## src/rtl/inst_loader_pkg.sv

```systemverilog
// Shared definitions for the instruction loader: FSM state encoding,
// default instruction-memory address width and the per-instruction address step.
package inst_loader_pkg;

   typedef enum logic [2:0] {
      IDLE,
      GET_HI,
      GET_LO,
      WRITE,
      FINISH
   } state_e;

   // Halfword-address width of the instruction memory.
   localparam int unsigned ADDR_BITS_DEFAULT = 20;

   // One 32-bit instruction occupies two halfword addresses.
   localparam int unsigned ADDR_STEP = 2;

   // Width of the instruction counter (matches the Word_Count port).
   localparam int unsigned COUNT_BITS = 20;

endpackage : inst_loader_pkg

```

## src/rtl/inst_loader.sv

```systemverilog
// Instruction loader: assembles pairs of incoming halfwords (upper first)
// into 32-bit instructions and writes them to consecutive even halfword
// addresses of the instruction memory, wrapping at 2^ADDR_BITS.
module inst_loader
   import inst_loader_pkg::*;
#(
   parameter int unsigned ADDR_BITS = ADDR_BITS_DEFAULT
) (
   input  logic        clk,
   input  logic        rst,
   input  logic        Start,
   input  logic [31:0] Start_Address,
   input  logic [19:0] Word_Count,
   input  logic [15:0] In_Data,
   input  logic        In_Valid,
   output logic        In_Ready,
   output logic [31:0] OP_Code,
   output logic [31:0] Write_Address,
   output logic        Write_Enable,
   output logic        Busy,
   output logic        Done
);

   localparam logic [ADDR_BITS-1:0]  STEP      = ADDR_BITS'(ADDR_STEP);
   localparam logic [COUNT_BITS-1:0] COUNT_ONE = COUNT_BITS'(1);

   state_e                 state_q;
   logic [ADDR_BITS-1:0]   addr_q;
   logic [ADDR_BITS-1:0]   addr_d;
   logic [COUNT_BITS-1:0]  count_q;
   logic [COUNT_BITS-1:0]  count_d;
   logic [31:0]            op_q;
   logic                   ready_q;
   logic                   we_q;
   logic                   busy_q;
   logic                   done_q;

   logic                   hs;
   logic [ADDR_BITS-1:0]   start_addr_even;

   // Address bits above the memory width and the halfword-select bit are
   // deliberately ignored when latching the start address.
   logic                   unused_addr_bits;
   assign unused_addr_bits = ^{Start_Address[31:ADDR_BITS], Start_Address[0]};

   assign hs              = In_Valid & ready_q;
   assign start_addr_even = {Start_Address[ADDR_BITS-1:1], 1'b0};

   // Address/count values taken when an instruction write completes.
   always_comb begin
      addr_d  = addr_q + STEP;
      count_d = count_q - COUNT_ONE;
   end

   // Load sequencer: state, datapath registers and registered handshake/status outputs.
   always_ff @(posedge clk or posedge rst) begin
      if (rst) begin
         state_q <= IDLE;
         addr_q  <= '0;
         count_q <= '0;
         op_q    <= '0;
         ready_q <= 1'b0;
         we_q    <= 1'b0;
         busy_q  <= 1'b0;
         done_q  <= 1'b0;
      end else begin
         case (state_q)
            IDLE: begin
               if (Start) begin
                  if (Word_Count != '0) begin
                     addr_q  <= start_addr_even;
                     count_q <= Word_Count;
                     ready_q <= 1'b1;
                     busy_q  <= 1'b1;
                     state_q <= GET_HI;
                  end else begin
                     done_q  <= 1'b1;
                     state_q <= FINISH;
                  end
               end
            end

            GET_HI: begin
               if (hs) begin
                  op_q[31:16] <= In_Data;
                  state_q     <= GET_LO;
               end
            end

            GET_LO: begin
               if (hs) begin
                  op_q[15:0] <= In_Data;
                  ready_q    <= 1'b0;
                  we_q       <= 1'b1;
                  state_q    <= WRITE;
               end
            end

            WRITE: begin
               we_q    <= 1'b0;
               addr_q  <= addr_d;
               count_q <= count_d;
               if (count_d != '0) begin
                  ready_q <= 1'b1;
                  state_q <= GET_HI;
               end else begin
                  busy_q  <= 1'b0;
                  done_q  <= 1'b1;
                  state_q <= FINISH;
               end
            end

            FINISH: begin
               done_q  <= 1'b0;
               state_q <= IDLE;
            end

            default: begin
               ready_q <= 1'b0;
               we_q    <= 1'b0;
               busy_q  <= 1'b0;
               done_q  <= 1'b0;
               state_q <= IDLE;
            end
         endcase
      end
   end

   assign In_Ready      = ready_q;
   assign OP_Code       = op_q;
   assign Write_Address = 32'(addr_q);
   assign Write_Enable  = we_q;
   assign Busy          = busy_q;
   assign Done          = done_q;

endmodule : inst_loader

```

## config.mk

```make
export PLATFORM = sky130hd
export DESIGN_NAME = inst_loader
export DESIGN_NICKNAME = d
export VERILOG_FILES = /design/src/rtl/inst_loader_pkg.sv /design/src/rtl/inst_loader.sv
export SDC_FILE = /design/constraint.sdc
export NUM_CORES = 1
export LEC_CHECK = 0
export ABC_CLOCK_PERIOD_IN_PS = 3400
export CAP_MARGIN = 0
export CORE_MARGIN = 2
export CORE_UTILIZATION = 47
export CTS_BUF_LIST = sky130_fd_sc_hd__clkbuf_16
export DETAILED_ROUTE_END_ITERATION = 6
export PLACE_DENSITY = 0.92
export SLEW_MARGIN = 0
export SYNTH_ARGS = -nofsm -noshare
export SYNTH_HDL_FRONTEND = slang
export SYNTH_SLANG_ARGS = --single-unit
```

## constraint.sdc

```tcl
create_clock -name clk -period 3.4 [get_ports clk]
set_input_delay 0.68 -clock clk [delete_from_list [all_inputs] [get_ports clk]]
set_output_delay 0.68 -clock clk [all_outputs]
set_load 0.02 [all_outputs]
```

; Yosys cells after proc, flatten, opt, wreduce, memory -nomap -nowiden
; Cells that the tools add are included.
[word_totals]
ff_bits = 79
out_inout_bits = 68
word_cells = 68
[op_classes]
bitwise = 5
reduce_logical = 16
muxes = 25
n_eq_ne = 11
n_addsub = 2
[op_table]
columns = operator, count
row1 = 20-bit two-way mux, 4
row2 = 20-bit one-hot mux with 2 select lines, 2
row3 = 20-bit nonzero test, 2
row4 = 20-bit by 2-bit adder with 20-bit output (second input constant), 1
row5 = 20-bit by 1-bit subtractor with 20-bit output (second input constant), 1
row6 = 3-bit two-way mux, 5
row7 = 2-bit inequality test (second input constant), 7
row8 = 3-bit one-hot mux with 4 select lines, 1
row9 = 1-bit two-way mux, 9
row10 = 4-bit AND reduction, 2
row11 = 3-bit by 2-bit equality test with 1-bit output (second input constant), 2
row12 = 1-bit one-hot mux with 3 select lines, 2
row13 = 2-bit AND reduction, 3
row14 = 3-bit AND reduction, 2
row15 = 3-bit OR reduction, 2
row16 = 5-bit AND reduction, 1
row17 = 1-bit NOT, 4
row18 = 1-bit one-hot mux with 4 select lines, 1
row19 = 2-bit OR reduction, 2
row20 = 3-bit by 1-bit equality test with 1-bit output (second input constant), 1
row21 = 3-bit equality test (second input constant), 1
row22 = 3-bit logical NOT, 1
row23 = 1-bit one-hot mux with 2 select lines, 1
row24 = 2-bit nonzero test, 1
row25 = 1-bit AND, 1

; Logic depth before layout (Yosys ltp)
[depth]
word_depth = 4
mapped_depth = 9
mapped_depth_nobuf = 8

; Worst setup path after synthesis
; OpenSTA, ideal clock, no wires.
[synth_path]
kind = input-to-reg
startpoint = input port Word_Count[11]
endpoint = register addr_q[1]
setup_ps = 138
slack_ps = 1179
path_stages = 7
required_time_ps = 3262
arrival_time_ps = 2083
path_cell_list = nor4_1 nand3_1 o211ai_1 a21oi_1 clkbuf_1 a211oi_1 a21oi_1
[synth_between]
elab_chain_cells = 3
[synth_rtl]
columns = item, line_no
row1 = from (decl), inst_loader.sv:13  ; input logic [19:0] Word_Count,
row2 = 20-bit nonzero test, inst_loader.sv:70  ; if (Word_Count != '0) begin
row3 = 2-bit inequality test (no line), -
row4 = 3-bit AND reduction (no line), -
row5 = to (signal assigned), inst_loader.sv:71  ; addr_q <= start_addr_even;
row6 = to (signal assigned), inst_loader.sv:101  ; addr_q <= addr_d;
row7 = to (decl), inst_loader.sv:28  ; logic [ADDR_BITS-1:0] addr_q;
; No other way between the ends.
; A chain may end at the register's enable or synchronous reset.

; Final worst setup path
[layout_path]
startpoint = input port Word_Count[8]
endpoint = register count_q[18]
[layout_between]
elab_chain_cells = 3
[layout_rtl]
columns = item, line_no
row1 = 20-bit nonzero test, inst_loader.sv:70
row2 = 2-bit inequality test (no line), -
row3 = 3-bit AND reduction (no line), -
row4 = to (signal assigned), inst_loader.sv:72  ; count_q <= Word_Count;
row5 = to (signal assigned), inst_loader.sv:102  ; count_q <= count_d;
row6 = to (decl), inst_loader.sv:30  ; logic [COUNT_BITS-1:0] count_q;
; No other way between the ends.

==> metrics.md <==
| Metric | Value |
|---|---|
| Status | `complete, no violations` |
| Ports | `140` |
| Main synth FF type | `dfrtp_1` |
| Max_slew headroom | `0.385` |
| CP endpoint kind | `flip-flop` |
| Congestion Overflow GR | `0` |
| DIE AREA | `0.00996 mm^2` |
| CTS Buf Count | `9` |
| Pleak | `2.26 nW` |
| Netlist cell types | `51` |
| Initial antenna violation count | `0` |
| I/O Buffers | `113` |
| DR iter-0 viols | `327` |
| GRT Util Overall | `0.247` |
| Cell area after layout | `0.00580 mm^2` |
| WL/cell | `17.3 um` |
| Clk_skew | `0.00918 ns` |
| DP Worst Slack | `0.426 ns` |
| Combinational Power Share | `0.507` |
| Die X-Extent | `99.8 um` |
| Nets | `653` |
| DRT Pass-1 Iters | `5` |
| Die Y | `99.8 um` |
| FMAX | `0.381 GHz` |
| Share of cells above drive strength 1 | `0.127` |
| Most frequent cell after synthesis | `dfrtp_1` |
| Pwr per Cell Area | `955 mW/mm^2` |
| Post-synthesis mux area share | `0.0861` |
| Hold buffer count at CTS | `0` |
| Area contributors post-synth | `dfrtp_1, mux2_2, a21oi_1` |
| Crit path launch | `Word_Count[8]` |
| Cell-internal power | `0.00317 W` |
| Antenna Cells | `0` |
| Fin. max-slew vios | `0` |
| CTS H-tree depth | `3` |
| CP Class | `input pin to flip-flop` |
| Switching power of the nets | `0.00238 W` |
| Adder-Cell Fraction of Synth Area | `0.00870` |
| Avg Vias per Cell | `6.07` |
| Final period demand of the worst path | `2.63 ns` |
| Avg Cell Area, Syn | `9.20 um^2` |
| Crit path DAT | `2.84 ns` |
| Detailed Route WL | `11900 um` |
| Fin crit share | `0.773` |
| VDD IR max | `590 uV` |
| Required @ worst endpoint | `3.62 ns` |
| Largest family of logic cells by synthesized area | `compound AO/OA/AOI/OAI gates` |
| Final Hold Vio Count | `0` |
| CTS tree | `yes` |
| Post-synthesis compound-gate area fraction | `0.205` |
| Share of power burned in registers | `0.335` |
| Min-delay src | `OP_Code[8]` |
| RD Place Congestion | `0.912` |
| Min-Delay Path Class | `flip-flop to flip-flop` |
| Cell count after synthesis | `469` |
| Register area share after synthesis | `0.452` |
| Clock Root Buffer | `clkbuf_16` |
| Detail Route Antenna Nets | `0` |
| # clock sinks | `78` |
| Clock Latency Late Sink | `0.33 ns` |
| Post-Syn Area | `0.00432 mm^2` |
| Final setup TNS | `0 ns` |
| RSZ-0062 raised after global routing | `no` |
| FF+latch count, synth | `78` |
| Cell taking the most area after synthesis | `dfrtp_1` |
| Synth Area in XOR/XNOR | `0.00203` |
| Clock power frac | `0.158` |
| Vias in the first global route | `4022` |
| Startpoint class of the critical path | `input pin` |
| MaxCap Viol Count | `0` |
| Commonest cells in the synthesized netlist | `dfrtp_1, a21oi_1, o21ai_0, nand2_1, nor2_1` |
| PostCTS Resize Cnt | `0` |
| Clock tree buffer depth | `2` |
| Sw frac | `0.429` |
| Post-DP Area | `0.00554 mm^2` |
| Row count | `34` |
| Detailed-route DRC error count | `0` |
| Area Growth Syn to Fin | `34.5%` |
| Reg clk slew, reported paths | `0.06 ns` |
| Final-report setup violation count | `0` |
| First-pass GRT wire length | `19900 um` |
| Tightest Pin Transition | `0.920 ns` |
| CP max FO | `16` |
| Routed vias | `4197` |
| Worst hold slack | `0.506 ns` |
| Final WS setup | `0.773 ns` |
| Yosys warning total | `0` |
| Number of flops mapped to enable cells by yosys | `0` |
| R2r startpoint | `count_q[0]` |
| DP HPWL | `8430 um` |
| Asr flop ratio synth | `1.00` |
| Simple-gate share of the synthesized area | `0.187` |
| Post-synth top area share | `0.452` |
| Core Box Area | `0.00881 mm^2` |
| Initial Util | `0.490` |
| Largest net degree at the start of global routing | `34` |
| # Post-CTS Setup Buffers | `0` |
-- cell usage in the layout (no fill, tap or decap), drive strengths merged, types with 3 or more instances in the layout --
cell type	instances
and3	3
or2	5
nand2b	3
nand3	23
or3	3
nor4	13
clkbuf	9
o21ai	43
nor2	34
nand4	9
o31ai	8
a2bb2oi	4
a31oi	6
inv	11
a21oi	59
dfrtp	78
buf	12
ha	3
a22oi	5
clkdlybuf4s50	113
a21o	3
o22ai	11
nand2	35
nor3	13
mux2	33
conb	13
clkinv	3
nand3b	4
-- flip-flops by register name, summed over array words and instances (netlist names) --
signal	flops
In_Ready	1
Busy	1
Done	1
count_q	20
Write_Enable	1
OP_Code	32
addr_q	19
state_q	3
-- critical path, cell delays in order --
cell and delay [ns]:
clkdlybuf4s50_1 0.48, nor4_1 0.33, nand3_1 0.19, o211ai_1 0.35, buf_4 0.21, a21o_1 0.14, buf_4 0.21, nor2_1 0.07
o22a_1 0.17
-- layout make-up --
class	count	area, um^2
clock inverters	7	41.3
flip-flops and latches	78	1950
fillers	692	3000
multi-input cells	355	2180
inverters	9	33.8
well taps	108	135
clock buffers	9	225
repair buffers	125	1230
-- power by group through the flow --
stage	clock network, W	logic, W	registers [W]
2_1_floorplan	0	0.00138	0.00211
3_3_place_gp	0	0.00268	0.00181
3_5_place_dp	0	0.00278	0.00185
4_1_cts	0.000888	0.00281	0.00185
5_1_grt	0.000934	0.00303	0.00193
6_report	0.000877	0.00281	0.00186
-- path summary, 6_finish.rpt --
path | endpoint | slack (ns) | depth (start not counted)
worst max register to register | In_Ready | 0.82 | 8
worst max-delay path | count_q[18] | 0.77 | 9
min in group asynchronous | OP_Code[27] | 0.77 | 2
max in group asynchronous | count_q[11] | 1.77 | 3
worst min register to register | OP_Code[8] | 0.51 | 1
worst min-delay path | OP_Code[8] | 0.51 | 1
-- logic make-up after synthesis --
family / after synthesis
flops: 78
compound gates: 152
buf+inv: 48
simple gates: 153
xor+xnor: 1
fa+ha+maj: 3
other cells: 1
mux: 33
-- through the flow --
| step | std cells | total power (W) | util |
|---|---|---|---|
| floorplan | 481 | 0.00348 | - |
| global placement | 675 | 0.00449 | 0.629 |
| detailed placement | 675 | 0.00463 | 0.629 |
| CTS | 691 | 0.00554 | 0.659 |
| global route | 691 | 0.00589 | 0.659 |
| finish | 691 | 0.00554 | 0.659 |
-- routing by layer --
layer / global-route usage / part of all wire
met3: 0.0843 / 0.097
met1: 0.318 / 0.41
met5: 0 / 0
met4: 0.0706 / 0.017
met2: 0.399 / 0.48
Power figures use the tool's default switching activity.
